[src/rtl/simon_round_ctrl.sv]
// simon_round_ctrl: plays the growing note sequence, then checks the player's presses.
// Optional LISTEN timeout is compiled in when SIMON_TIMEOUT_EN is defined.
module simon_round_ctrl #(
    parameter int TICK_DIV      = 5000000,
    parameter int NOTE_TICKS    = 5,
    parameter int GAP_TICKS     = 2,
    parameter int MAX_LEN       = 16,
    parameter int NOTE_W        = 2,
    parameter int TIMEOUT_TICKS = 30,
    localparam int IW           = $clog2(MAX_LEN)
) (
    input  logic              clock,
    input  logic              reset,
    input  logic              start,
    input  logic              btn_valid,
    input  logic [NOTE_W-1:0] btn_note,
    input  logic [NOTE_W-1:0] seq_note,
    output logic [IW-1:0]     seq_index,
    output logic [IW:0]       round_len,
    output logic              play_en,
    output logic [NOTE_W-1:0] play_note,
    output logic              is_music_playing,
    output logic              awaiting_input,
    output logic              wrong,
    output logic              round_done,
    output logic              game_won
);

    localparam int DW    = (TICK_DIV > 1) ? $clog2(TICK_DIV) : 1;
    localparam int TMAX0 = (NOTE_TICKS > GAP_TICKS) ? NOTE_TICKS : GAP_TICKS;
    localparam int TMAX  = (TMAX0 > TIMEOUT_TICKS) ? TMAX0 : TIMEOUT_TICKS;
    localparam int TW    = $clog2(TMAX + 1);

    typedef enum logic [2:0] {
        IDLE,
        PLAY_NOTE,
        PLAY_GAP,
        LISTEN,
        FAIL,
        WIN
    } state_t;

    state_t            state;
    state_t            state_n;
    logic [DW-1:0]     div;
    logic [DW-1:0]     div_n;
    logic [TW-1:0]     tcnt;
    logic [TW-1:0]     tcnt_n;
    logic [IW-1:0]     idx_n;
    logic [IW:0]       len_n;
    logic [NOTE_W-1:0] note_n;
    logic [NOTE_W-1:0] first_note;
    logic [NOTE_W-1:0] note0;
    logic              gap_last;
    logic              gap_last_n;
    logic              wrong_n;
    logic              done_n;
    logic              restart;
    logic              tick;
    logic              last;
    logic              match;

    assign tick  = (div == DW'(TICK_DIV - 1));
    assign last  = ({1'b0, seq_index} == round_len - 1'b1);
    assign match = (btn_note == seq_note);
    // The ROM only shows the current address, so note 0 is remembered for
    // restarts that begin while the address still points elsewhere.
    assign note0 = (seq_index == '0) ? seq_note : first_note;

    // Next-state, sequence pointer, round length and pulse decode.
    always_comb begin
        state_n    = state;
        idx_n      = seq_index;
        len_n      = round_len;
        note_n     = play_note;
        gap_last_n = gap_last;
        wrong_n    = 1'b0;
        done_n     = 1'b0;
        restart    = 1'b0;
        unique case (state)
            IDLE, FAIL, WIN: begin
                if (start) begin
                    len_n   = (IW+1)'(1);
                    idx_n   = '0;
                    note_n  = note0;
                    state_n = PLAY_NOTE;
                end
            end
            PLAY_NOTE: begin
                if (tick && tcnt == TW'(NOTE_TICKS - 1)) begin
                    // Advance during the silent gap so the next note is
                    // already on the ROM bus when its tone starts.
                    gap_last_n = last;
                    if (!last) begin
                        idx_n = seq_index + 1'b1;
                    end
                    state_n = PLAY_GAP;
                end
            end
            PLAY_GAP: begin
                if (tick && tcnt == TW'(GAP_TICKS - 1)) begin
                    if (gap_last) begin
                        idx_n   = '0;
                        state_n = LISTEN;
                    end else begin
                        note_n  = seq_note;
                        state_n = PLAY_NOTE;
                    end
                end
            end
            LISTEN: begin
                if (btn_valid) begin
`ifdef SIMON_TIMEOUT_EN
                    restart = 1'b1;
`endif
                    if (!match) begin
                        wrong_n = 1'b1;
                        state_n = FAIL;
                    end else if (!last) begin
                        idx_n = seq_index + 1'b1;
                    end else if (round_len < (IW+1)'(MAX_LEN)) begin
                        done_n  = 1'b1;
                        len_n   = round_len + 1'b1;
                        idx_n   = '0;
                        note_n  = note0;
                        state_n = PLAY_NOTE;
                    end else begin
                        done_n  = 1'b1;
                        idx_n   = '0;
                        state_n = WIN;
                    end
                end
`ifdef SIMON_TIMEOUT_EN
                else if (tick && tcnt == TW'(TIMEOUT_TICKS - 1)) begin
                    wrong_n = 1'b1;
                    state_n = FAIL;
                end
`endif
            end
            default: begin
                state_n = IDLE;
            end
        endcase
    end

    // Tick divider and tick counter; both restart with every phase.
    always_comb begin
        div_n  = div + 1'b1;
        tcnt_n = tcnt;
        if (state_n != state || restart) begin
            div_n  = '0;
            tcnt_n = '0;
        end else if (tick) begin
            div_n  = '0;
            tcnt_n = tcnt + 1'b1;
        end
    end

    // State register and registered outputs.
    always_ff @(posedge clock) begin
        if (reset) begin
            state            <= IDLE;
            div              <= '0;
            tcnt             <= '0;
            seq_index        <= '0;
            round_len        <= '0;
            gap_last         <= 1'b0;
            play_en          <= 1'b0;
            play_note        <= '0;
            is_music_playing <= 1'b0;
            awaiting_input   <= 1'b0;
            wrong            <= 1'b0;
            round_done       <= 1'b0;
            game_won         <= 1'b0;
        end else begin
            state            <= state_n;
            div              <= div_n;
            tcnt             <= tcnt_n;
            seq_index        <= idx_n;
            round_len        <= len_n;
            gap_last         <= gap_last_n;
            play_en          <= (state_n == PLAY_NOTE);
            play_note        <= note_n;
            is_music_playing <= (state_n == PLAY_NOTE) || (state_n == PLAY_GAP);
            awaiting_input   <= (state_n == LISTEN);
            wrong            <= wrong_n;
            round_done       <= done_n;
            game_won         <= (state_n == WIN);
        end
    end

    // Remember the first sequence note whenever the pointer sits on it.
    always_ff @(posedge clock) begin
        if (reset) begin
            first_note <= '0;
        end else if (seq_index == '0) begin
            first_note <= seq_note;
        end
    end

endmodule
[config.mk]
export PLATFORM = sky130hd
export DESIGN_NAME = simon_round_ctrl
export DESIGN_NICKNAME = d
export VERILOG_FILES = /design/src/rtl/simon_round_ctrl.sv
export SDC_FILE = /design/constraint.sdc
export NUM_CORES = 1
export LEC_CHECK = 0
export BUFFER_PORTS_ARGS = -buffer_cell sky130_fd_sc_hd__buf_2
export CORE_MARGIN = 2
export CORE_UTILIZATION = 38
export CTS_CLUSTER_SIZE = 30
export DETAILED_ROUTE_END_ITERATION = 10
export GPL_TIMING_DRIVEN = 0
export HOLD_SLACK_MARGIN = 0.06
export SKIP_LAST_GASP = 1
export SLEW_MARGIN = 20
export SYNTH_ARGS = -nofsm -noshare
export SYNTH_HDL_FRONTEND = slang
export SYNTH_SLANG_ARGS = --single-unit
export TNS_END_PERCENT = 30
[constraint.sdc]
create_clock -name clock -period 2.6 [get_ports clock]
set_input_delay 0.26 -clock clock [delete_from_list [all_inputs] [get_ports clock]]
set_output_delay 0.26 -clock clock [all_outputs]
set_load 0.1 [all_outputs]
==> implementation parameters, run 1 <==
Parameter                              Value

Yosys
  #FFs+latches synth    51
  Share of synthesized registers carrying an async set or reset    0%
  Warning count from the yosys run    0
  Cells after synthesis    338
  Number of unique standard cell types used by synthesis    60
  Average cell area after synthesis    8.50 µm²
  Share of the synthesized area in the top cell type    35.6%
  Cell area after technology mapping    0.00287 mm²
  Most common cell in the netlist    sky130_fd_sc_hd__dfxtp_1
  Most common library cells after synthesis    51 x sky130_fd_sc_hd__dfxtp_1, 32 x sky130_fd_sc_hd__nor3_1, 27 x sky130_fd_sc_hd__nor2_1
  Net Count, Synth    354
  Most used flip-flop cell after synthesis    sky130_fd_sc_hd__dfxtp_1
  Sequential cell area fraction in the yosys report    35.6%
  Top cells by area, synth    sky130_fd_sc_hd__dfxtp_1 36%, sky130_fd_sc_hd__nor3_1 5.6%, sky130_fd_sc_hd__xor2_1 5.5%
  EDFF count, synth    0
  Cell taking the most area after synthesis    sky130_fd_sc_hd__dfxtp_1

STA
  Slew Limit Fails    0
  Worst hold margin    238 ps
  Relative slew slack    49.2%
  Final Cycle Share    98.0%
  Transition at the pin with the smallest max-transition slack    750 ps
  Setup repair after global routing missed its margin    yes
  Clock skew after layout    8.39 ps
  Achievable Freq    0.393 GHz
  Minimum clock period    2550 ps
  Setup violation total in the final timing report    0
  Final Hold Vio Count    0

Critical path
  Origin of the worst setup path    round_len[0]
  Delay of the slowest cell on the worst path    420 ps
  Worst endpoint required time    2840 ps
  Worst Setup Path Type    reg -> reg
  R2R Setup Slk    50 ps
  Reg2Reg Capture Point    round_len[3]
  Depth of the critical timing path with buffers and inverters included    9
  Bufs and invs on worst path    2
  Kind of cell with the highest combined delay on the critical path    compound AO/OA/AOI/OAI gates
  Worst Path Max Fanout    8
  Arrival time of data at the critical path endpoint    2790 ps
  Startpoint Class    register
  Destination of the critical timing path    round_len[3]
  Type of element capturing the critical path    register
  Ordered list of cells on the worst path    clkbuf_8 > inv_4 > ha_4 > o21ba_1 > a221o_1 > a211o_2 > o21a_1 > or4_1 > a21oi_1
  Cell type of the slowest stage on the worst timing path    sky130_fd_sc_hd__or4_1
  Startpoint of the worst register-to-register path    round_len[0]
  Reg2reg path depth    9

Clock tree
  Clock latency on the worst-skew pair    310 ps
  Hold buffer count at cts    0
  Maximum clock insertion buffer count    2
  H-tree lvl count    2
  Clk sink count    51
  Clock slew seen by the registers of the worst setup and hold paths    100 ps
  Cell at the root of the clock tree    sky130_fd_sc_hd__clkbuf_8
  Cts bufs inserted    5
  Clock tree from TritonCTS    done

Pwr
  PD cells    449 mW/mm²
  Combinational power share    14.4%
  Total leakage power    1.21 nW
  Fraction of power spent switching nets    29.5%
  Internal    1.07 mW
  Fraction of power consumed by the clock network    32.9%
  Net Switching    0.448 mW
  Fraction of power consumed by sequential logic    52.7%
  Maximum vdd ir drop    0.245 mV

Final layout
  Fraction of final layout cells with drive strength greater than 1    22.0%
  Number of antenna repair diodes    0
  P&R area growth vs syn    18.1%
  Final cell area excluding filler cells    0.00339 mm²
  Final #Nets    392

Placed design
  Post-DP Area    0.00321 mm²
  Count of input and output buffers    24
  Final Wtd Congestion    0.831
  DPL Wire Length    4930 µm

Floorplan
  Top Ports    25
  Die area    0.00827 mm²
  Initial standard-cell utilization of the core    39.4%
  Cell row count    31
  Die height    90.9 µm
  CORE AREA    0.00729 mm²
  Width of the die    90.9 µm

Outcome
  Status    finished, final reports clean

Drt
  Detailed router's first-iteration violation count    144
  Via density per instance    5.46
  Detailed-route wire length    6920 µm
  Number of nets with antenna violations after routing    0
  Vias post-DR    2599
  Wirelength per Cell    14.5 µm
  Number of iterations in the first detailed-routing pass    4
  Residual DRC    0

Run
  Max_cap viols    0

Global route
  All-Layer GR Usage    17.0%
  Number of antenna violations at the first check in global routing    0
  Largest net degree at the start of global routing    17
  Via count of the first global-routing pass    2376
  Final global-route overflow total    0
  Global-route wire length before repair    11700 µm

Worst hold path
  Classification of the worst-slack hold path    in -> reg
[registers in the layout, summed over array words and instances (netlist names)]
signal            cells
tcnt                  5
div                  23
wrong                 1
awaiting_input        1
round_len             5
is_music_playing      1
play_note             2
gap_last              1
game_won              1
play_en               1
first_note            2
seq_index             4
round_done            1
state                 3
[cells in the final DEF, fill, tap and decap left out, drive strengths merged, types with 3 or more instances in the layout]
cell	count
a21oi	19
nand2	19
and3	3
nor4	5
or3	5
a211oi	3
xnor2	12
nand3	19
mux2i	8
clkbuf	16
or2	4
dfxtp	51
nand2b	3
nor2	27
nand4	10
inv	14
nor2b	4
ha	8
nor3	33
buf	36
nor3b	4
xor2	18
o22ai	3
o21ai	11
or4	4
nor4b	3
[repair_timing]
item | in CTS | in global routing
cloned | 0 | 1
resized for setup | 1 | 10
setup buffers | 4 | 2
hold endpoints to repair | 0 | 0
pin swaps | 2 | 2
endpoints found under the setup margin | 28 | 32
[worst min-delay path by stage]
stage | cells past startpoint | end | from
detailed placement | 2 | play_note[0] | play_note[0]
CTS | 3 | first_note[0] | seq_note[0]
finish | 3 | first_note[0] | seq_note[0]
floorplan | 2 | first_note[0] | seq_note[0]
global placement | 2 | play_note[0] | play_note[0]
global route | 3 | first_note[0] | seq_note[0]
[logic make-up (layout without fill, tap and decap cells)]
family	count (synthesis)	in the layout	share of synthesized area (%)
adders and majority gates	8	8	3.49
xor gates and xnor gates	30	30	9.15
DFF	51	51	35.6
muxes	8	8	2.79
and+or+nand+nor	151	151	29.5
AOI/OAI and AO/OA	61	61	14.9
buffers and inverters	29	68	4.66
[layer usage]
| layer | vias up | share of wire [%] | GRT usage, % |
|---|---|---|---|
| met5 | - | 0 | 0 |
| met1 | 1249 | 52 | 25.2 |
| met4 | 0 | 1.1 | 5.05 |
| li1 | 1308 | - | - |
| met2 | 36 | 44 | 25.1 |
| met3 | 6 | 3.1 | 2.99 |
[metrics by stage]
| stage | util (%) | setup WS, ps | TNS [ps] | total power [mW] | std cells |
|---|---|---|---|---|---|
| 5_1_grt | 46.5 | -59.5 | -128 | 1.58 | 476 |
| 3_5_place_dp | 44.0 | -225 | -4580 | 1.04 | 461 |
| 2_1_floorplan | - | -100 | -1810 | 0.990 | 338 |
| 6_report | 46.5 | 52.9 | 0 | 1.52 | 476 |
| 4_1_cts | 45.8 | 33.1 | 0 | 1.54 | 473 |
| 3_3_place_gp | 44.0 | -216 | -4300 | 1.04 | 461 |
[power by group through the flow]
| stage | Combinational [mW] | Sequential [mW] | Clock, mW |
|---|---|---|---|
| final | 0.219 | 0.802 | 0.500 |
| after global routing | 0.239 | 0.805 | 0.539 |
| after CTS | 0.218 | 0.803 | 0.519 |
| after detailed placement | 0.217 | 0.821 | 0 |
| after global placement | 0.215 | 0.820 | 0 |
| after floorplan | 0.116 | 0.875 | 0 |
[cell type report]
| cell class | instances | area, µm² |
|---|---|---|
| Fill cell | 776 | 3900 |
| Multi-Input combinational cell | 258 | 1800 |
| Sequential cell | 51 | 1030 |
| Timing Repair Buffer | 31 | 189 |
| Tap cell | 99 | 124 |
| Buffer | 15 | 93.8 |
| Clock buffer | 6 | 82.6 |
| Inverter | 14 | 55.1 |
| Clock inverter | 2 | 16.3 |
[worst register-to-register path, cell delays in order, from the launching register on]
cell,delay (ps)
sky130_fd_sc_hd__dfxtp_4,360
sky130_fd_sc_hd__clkbuf_8,150
sky130_fd_sc_hd__inv_4,40
sky130_fd_sc_hd__ha_4,160
sky130_fd_sc_hd__o21ba_1,180
sky130_fd_sc_hd__a221o_1,370
sky130_fd_sc_hd__a211o_2,400
sky130_fd_sc_hd__o21a_1,270
sky130_fd_sc_hd__or4_1,420
sky130_fd_sc_hd__a21oi_1,120
Power figures use the tool's default switching activity.
==> inputs of run 2 (changes only) <==
- CORE_UTILIZATION: 38 -> 45
- PLACE_DENSITY: default -> 0.65
==> run 2 against run 1 <==
Against the previous run: clock power up 17%; cell count down 4.6%; register-to-register slack about the same; critical path type unchanged; design area down 0.41%; fmax up 0.17%.
==> implementation parameters, run 2 (synthesis gave the netlist of run 1 again) <==
Parameter                              Value

Outcome
  Status    finished, final reports clean (unchanged)

Clock tree
  Cell at the root of the clock tree    sky130_fd_sc_hd__clkbuf_8 (unchanged)
  Clock tree from TritonCTS    done (unchanged)
  Clock slew seen by the registers of the worst setup and hold paths    100 ps (about the same)
  H-tree lvl count    2 (unchanged)
  Maximum clock insertion buffer count    2 (unchanged)
  Clk sink count    51 (unchanged)
  Cts bufs inserted    5 (unchanged)
  Clock latency on the worst-skew pair    310 ps (about the same)

Run
  Max_cap viols    0 (unchanged)

Final layout
  P&R area growth vs syn    17.6% (was 18.1%)
  Final #Nets    392 (unchanged)
  Number of antenna repair diodes    0 (unchanged)
  Number of flip-flops in the largest register    23 (unchanged)
  Biggest register    div (unchanged)
  Regs by FF count    div (23), round_len (5), tcnt (5) (unchanged)
  Leading cell type in the layout, fill and taps excluded    sky130_fd_sc_hd__dfxtp_1 (unchanged)
  Core occupancy in the finished layout    53.8% (was 46.5%)
  Top library cells by usage in the layout, fill and taps aside    43 x sky130_fd_sc_hd__dfxtp_1, 27 x sky130_fd_sc_hd__nor2_1, 26 x sky130_fd_sc_hd__buf_2 (was 45 x sky130_fd_sc_hd__dfxtp_1, 27 x sky130_fd_sc_hd__nor2_1, 26 x sky130_fd_sc_hd__buf_2)
  Fraction of final layout cells with drive strength greater than 1    23.3% (was 22.0%)

Critical path
  Worst Setup Path Type    reg -> reg (unchanged)
  Type of element capturing the critical path    register (unchanged)
  Arrival time of data at the critical path endpoint    2740 ps (was 2790 ps)
  Worst Path Max Fanout    7 (was 8)
  Worst endpoint required time    2800 ps (was 2840 ps)
  Startpoint Class    register (unchanged)

STA
  Setup repair after global routing missed its margin    yes (unchanged)
  Relative slew slack    42.8% (was 49.2%)
  Final Cycle Share    97.8% (was 98.0%)
  Final Hold Vio Count    0 (unchanged)
  Slew Limit Fails    0 (unchanged)
  Minimum clock period    2540 ps (was 2550 ps)
  Achievable Freq    0.393 GHz (about the same)
  Setup violation total in the final timing report    0 (unchanged)
  Least setup slack across all paths after layout    57.1 ps (was 52.9 ps)
  Clock skew after layout    6.49 ps (was 8.39 ps)
  Transition at the pin with the smallest max-transition slack    845 ps (was 750 ps)

Global route
  Via count of the first global-routing pass    2465 (was 2376)
  Number of antenna violations at the first check in global routing    0 (unchanged)
  All-Layer GR Usage    20.3% (was 17.0%)
  Final global-route overflow total    0 (unchanged)
  Largest net degree at the start of global routing    18 (was 17)
  Global-route wire length before repair    11700 µm (about the same)

Drt
  Number of iterations in the first detailed-routing pass    4 (unchanged)
  Detailed-route wire length    6950 µm (was 6920 µm)
  Detailed router's first-iteration violation count    144 (unchanged)
  Vias post-DR    2621 (was 2599)
  Wirelength per Cell    15.3 µm (was 14.5 µm)
  Via density per instance    5.77 (was 5.46)
  Number of nets with antenna violations after routing    0 (unchanged)
  Residual DRC    0 (unchanged)

Pwr
  PD cells    476 mW/mm² (was 449 mW/mm²)
  Total leakage power    1.21 nW (about the same)
  Maximum vdd ir drop    0.245 mV (about the same)

Placed design
  Dpl ws    -211 ps (was -225 ps)
  Count of input and output buffers    24 (unchanged)
  DPL Wire Length    4890 µm (was 4930 µm)
  Final Wtd Congestion    0.863 (was 0.831)

Floorplan
  Die area    0.00704 mm² (was 0.00827 mm²)
  Cell row count    29 (was 31)
  Die height    83.9 µm (was 90.9 µm)
  Initial standard-cell utilization of the core    45.7% (was 39.4%)
  CORE AREA    0.00628 mm² (was 0.00729 mm²)
  Top Ports    25 (unchanged)
  Width of the die    83.9 µm (was 90.9 µm)

Worst hold path
  Classification of the worst-slack hold path    in -> reg (unchanged)
-- run 2: cell count changes in the layout (fill, tap and decap cells not counted), sizes merged --
cell / change
buf: -1
bufinv: +1
clkinvlp: -1
inv: +1
-- run 2: per-layer routing --
metal,vias up,track usage (%),part of all wire (%)
li1,1310,-,-
met1,1250,28.9,50
met2,56,30.9,44
met3,5,5.14,5.0
met4,0,4.99,0.98
met5,-,0,0
-- run 2: power by group --
group | internal [mW] | leakage [nW] | switching (mW)
clock network | 0.292 | 0.0587 | 0.292
logic | 0.0639 | 0.738 | 0.158
registers | 0.794 | 0.418 | 0.00841
total | 1.15 | 1.21 | 0.458
-- run 2: worst max-delay path, stage by stage, from the launching register on --
cell and delay, ps:
sky130_fd_sc_hd__dfxtp_4 370, sky130_fd_sc_hd__clkbuf_8 150, sky130_fd_sc_hd__inv_4 40, sky130_fd_sc_hd__ha_4 160, sky130_fd_sc_hd__o21ba_1 170, sky130_fd_sc_hd__a221o_1 380, sky130_fd_sc_hd__a211oi_4 330, sky130_fd_sc_hd__o21ai_2 120
sky130_fd_sc_hd__a221oi_4 270, sky130_fd_sc_hd__buf_6 170, sky130_fd_sc_hd__clkbuf_4 180, sky130_fd_sc_hd__nor3_1 60
-- run 2: stage by stage --
step,total power [mW],std cells,setup TNS [ps],hold slack (ps),instance area (µm²)
CTS,1.61,451,0,231,3330
global placement,1.03,439,-4550,468,3180
detailed placement,1.04,439,-4270,466,3180
finish,1.61,454,0,224,3380
global route,1.67,454,-171,246,3380
floorplan,0.990,338,-1810,407,2960
-- run 2: worst paths after layout --
| kind | startpoint | slack, ps | cells past startpoint | to |
|---|---|---|---|---|
| setup / recovery | round_len[0] | 60 | 11 | div[12] |
| hold / removal | seq_note[1] | 220 | 3 | first_note[1] |
| setup reg to reg | round_len[0] | 60 | 11 | div[12] |
| hold reg to reg | play_note[1] | 480 | 2 | play_note[1] |
-- run 2: layout make-up --
class,instances,area [µm²]
sequential,51,1040
inverter,14,55.1
multi-input combinational,258,1800
clock inverter,3,47.5
buffer,15,93.8
fill,603,2900
clock buffer,5,68.8
tap,77,96.3
timing repair buffer,31,176
-- run 2: what timing repair did --
item                                   CTS  global route
hold buffers                             0             0
endpoints found under the hold margin    0             0
resized for setup                        2            12
cloned                                   0             1
setup buffers                            4             2
setup endpoints to repair               28            32
pin swaps                                2             2
==> inputs of run 3 (changes only) <==
- RECOVER_POWER: default -> 50
==> run 3 against run 2 <==
Against the previous run: cell count unchanged; critical path depth unchanged; core utilization down 0.32 points; non-clock buffer count unchanged; count of clock-buffer cells in the layout unchanged; setup slack worse by 1.3 ps; combinational power about the same; power about the same.
==> implementation parameters, run 3 (synthesis gave the netlist of run 1 again) <==
Parameter                              Value

Global route
  Number of antenna violations at the first check in global routing    0 (unchanged)
  Largest net degree at the start of global routing    18 (unchanged)
  Via count of the first global-routing pass    2465 (unchanged)
  All-Layer GR Usage    20.3% (unchanged)
  Final global-route overflow total    0 (unchanged)
  Global-route wire length before repair    11700 µm (unchanged)

Critical path
  Reg2Reg Capture Point    div[12] (unchanged)
  Startpoint Class    register (unchanged)
  Reg2reg path depth    11 (unchanged)
  Origin of the worst setup path    round_len[0] (unchanged)
  R2R Setup Slk    60 ps (about the same)
  Type of element capturing the critical path    register (unchanged)
  Destination of the critical timing path    div[12] (unchanged)
  Arrival time of data at the critical path endpoint    2750 ps (was 2740 ps)
  Startpoint of the worst register-to-register path    round_len[0] (unchanged)
  Worst Setup Path Type    reg -> reg (unchanged)
  Worst endpoint required time    2800 ps (about the same)
  Worst Path Max Fanout    7 (unchanged)

Pwr
  Net Switching    0.459 mW (was 0.458 mW)
  Maximum vdd ir drop    0.245 mV (about the same)
  PD cells    479 mW/mm² (was 476 mW/mm²)
  Fraction of power spent switching nets    28.6% (was 28.5%)
  Total leakage power    1.15 nW (was 1.21 nW)
  Total design power    1.61 mW (about the same)
  Internal    1.15 mW (about the same)
  Combinational power share    13.7% (was 13.8%)
  Fraction of power consumed by sequential logic    49.9% (about the same)
  Fraction of power consumed by the clock network    36.4% (was 36.3%)

Clock tree
  Clk sink count    51 (unchanged)
  H-tree lvl count    2 (unchanged)
  Clock tree from TritonCTS    done (unchanged)
  Cell at the root of the clock tree    sky130_fd_sc_hd__clkbuf_8 (unchanged)
  Clock slew seen by the registers of the worst setup and hold paths    100 ps (about the same)
  Maximum clock insertion buffer count    2 (unchanged)
  Clock latency on the worst-skew pair    320 ps (was 310 ps)
  Cts bufs inserted    5 (unchanged)

Floorplan
  Initial standard-cell utilization of the core    45.7% (unchanged)
  Top Ports    25 (unchanged)
  Width of the die    83.9 µm (unchanged)
  Die height    83.9 µm (unchanged)
  CORE AREA    0.00628 mm² (unchanged)
  Cell row count    29 (unchanged)
  Die area    0.00704 mm² (unchanged)

Placed design
  DPL Wire Length    4890 µm (unchanged)
  Final Wtd Congestion    0.863 (unchanged)
  Count of input and output buffers    24 (unchanged)
  Cell total after placement    439 (unchanged)

Drt
  Vias post-DR    2655 (was 2621)
  Residual DRC    0 (unchanged)
  Wirelength per Cell    15.3 µm (about the same)
  Detailed-route wire length    6970 µm (was 6950 µm)
  Detailed router's first-iteration violation count    148 (was 144)
  Number of nets with antenna violations after routing    0 (unchanged)
  Via density per instance    5.85 (was 5.77)
  Number of iterations in the first detailed-routing pass    4 (unchanged)

Final layout
  Regs by FF count    div (23), round_len (5), tcnt (5) (unchanged)
  P&R area growth vs syn    16.9% (was 17.6%)
  Number of antenna repair diodes    0 (unchanged)
  Final #Nets    392 (unchanged)
  Leading cell type in the layout, fill and taps excluded    sky130_fd_sc_hd__dfxtp_1 (unchanged)
  Core occupancy in the finished layout    53.5% (was 53.8%)
  Number of flip-flops in the largest register    23 (unchanged)
  Final standard cell count with taps included and fillers excluded    454 (unchanged)
  Fraction of final layout cells with drive strength greater than 1    19.1% (was 23.3%)
  Top library cells by usage in the layout, fill and taps aside    43 x sky130_fd_sc_hd__dfxtp_1, 27 x sky130_fd_sc_hd__nor2_1, 23 x sky130_fd_sc_hd__clkbuf_1, 23 x sky130_fd_sc_hd__nor3_1 (was 43 x sky130_fd_sc_hd__dfxtp_1, 27 x sky130_fd_sc_hd__nor2_1, 26 x sky130_fd_sc_hd__buf_2)
  Biggest register    div (unchanged)

STA
  Clock skew after layout    5.08 ps (was 6.49 ps)
  Setup violation total in the final timing report    0 (unchanged)
  Final Hold Vio Count    0 (unchanged)
  Final Cycle Share    97.9% (was 97.8%)
  Setup repair after global routing missed its margin    yes (unchanged)
  Relative slew slack    21.4% (was 42.8%)
  Transition at the pin with the smallest max-transition slack    1180 ps (was 845 ps)
  Minimum clock period    2540 ps (about the same)
  Achievable Freq    0.393 GHz (about the same)
  Slew Limit Fails    0 (unchanged)
  Worst hold margin    220 ps (was 224 ps)

Worst hold path
  Classification of the worst-slack hold path    in -> reg (unchanged)

Outcome
  Status    finished, final reports clean (unchanged)

Run
  Max_cap viols    0 (unchanged)
run 3: changes by cell type in the layout (fill, tap and decap cells not counted):
cell / previous run / this run
sky130_fd_sc_hd__buf_2: 26 / 10
sky130_fd_sc_hd__clkbuf_1: 7 / 23
run 3: how the worst min path moves through the flow:
stage / depth (start not counted) / start / slack, ps / endpoint
floorplan: 2 / seq_note[0] / 410 / first_note[0]
global placement: 2 / play_note[0] / 470 / play_note[0]
detailed placement: 2 / play_note[0] / 470 / play_note[0]
CTS: 3 / seq_note[1] / 230 / first_note[1]
global route: 3 / seq_note[0] / 250 / first_note[0]
finish: 3 / seq_note[1] / 220 / first_note[1]
run 3: per-layer routing:
metal | vias up | share of wire (%) | GRT usage [%]
met5 | - | 0 | 0
li1 | 1310 | - | -
met3 | 7 | 5.8 | 5.14
met4 | 0 | 1.1 | 4.99
met1 | 1258 | 49 | 28.9
met2 | 80 | 44 | 30.9
run 3: critical path, cell delays in order, from the launching register on:
cell	delay [ps]
sky130_fd_sc_hd__dfxtp_4	370
sky130_fd_sc_hd__clkbuf_8	150
sky130_fd_sc_hd__inv_4	40
sky130_fd_sc_hd__ha_4	160
sky130_fd_sc_hd__o21ba_1	170
sky130_fd_sc_hd__a221o_1	380
sky130_fd_sc_hd__a211oi_4	340
sky130_fd_sc_hd__o21ai_2	130
sky130_fd_sc_hd__a221oi_4	270
sky130_fd_sc_hd__buf_6	170
sky130_fd_sc_hd__clkbuf_4	180
sky130_fd_sc_hd__nor3_1	60
run 3: cell type report:
cell class	count	area [µm²]
well taps	77	96.3
multi-input cells	258	1800
flip-flops and latches	51	1040
clock inverters	3	47.5
fillers	608	2920
repair buffers	31	156
plain buffers	15	93.8
clock buffers	5	68.8
inverters	14	55.1
run 3: metrics by stage:
stage | setup slack [ps] | area [µm²] | TNS, ps
2_1_floorplan | -100 | 2960 | -1810
3_3_place_gp | -223 | 3180 | -4550
3_5_place_dp | -211 | 3180 | -4270
4_1_cts | 13.5 | 3330 | 0
5_1_grt | -58.0 | 3360 | -171
6_report | 55.8 | 3360 | 0
run 3: power by group through the flow:
stage | Clock (mW) | Sequential [mW] | Combinational, mW
after floorplan | 0 | 0.875 | 0.116
after global placement | 0 | 0.820 | 0.213
after detailed placement | 0 | 0.820 | 0.216
after CTS | 0.595 | 0.802 | 0.217
after global routing | 0.626 | 0.805 | 0.238
final | 0.585 | 0.802 | 0.220
run 3: repair_timing:
item,in CTS,in global routing
buffers inserted,4,2
endpoints found under the setup margin,28,32
pin swaps,2,2
hold buffers,0,0
resized for setup,2,12
cloned,0,1
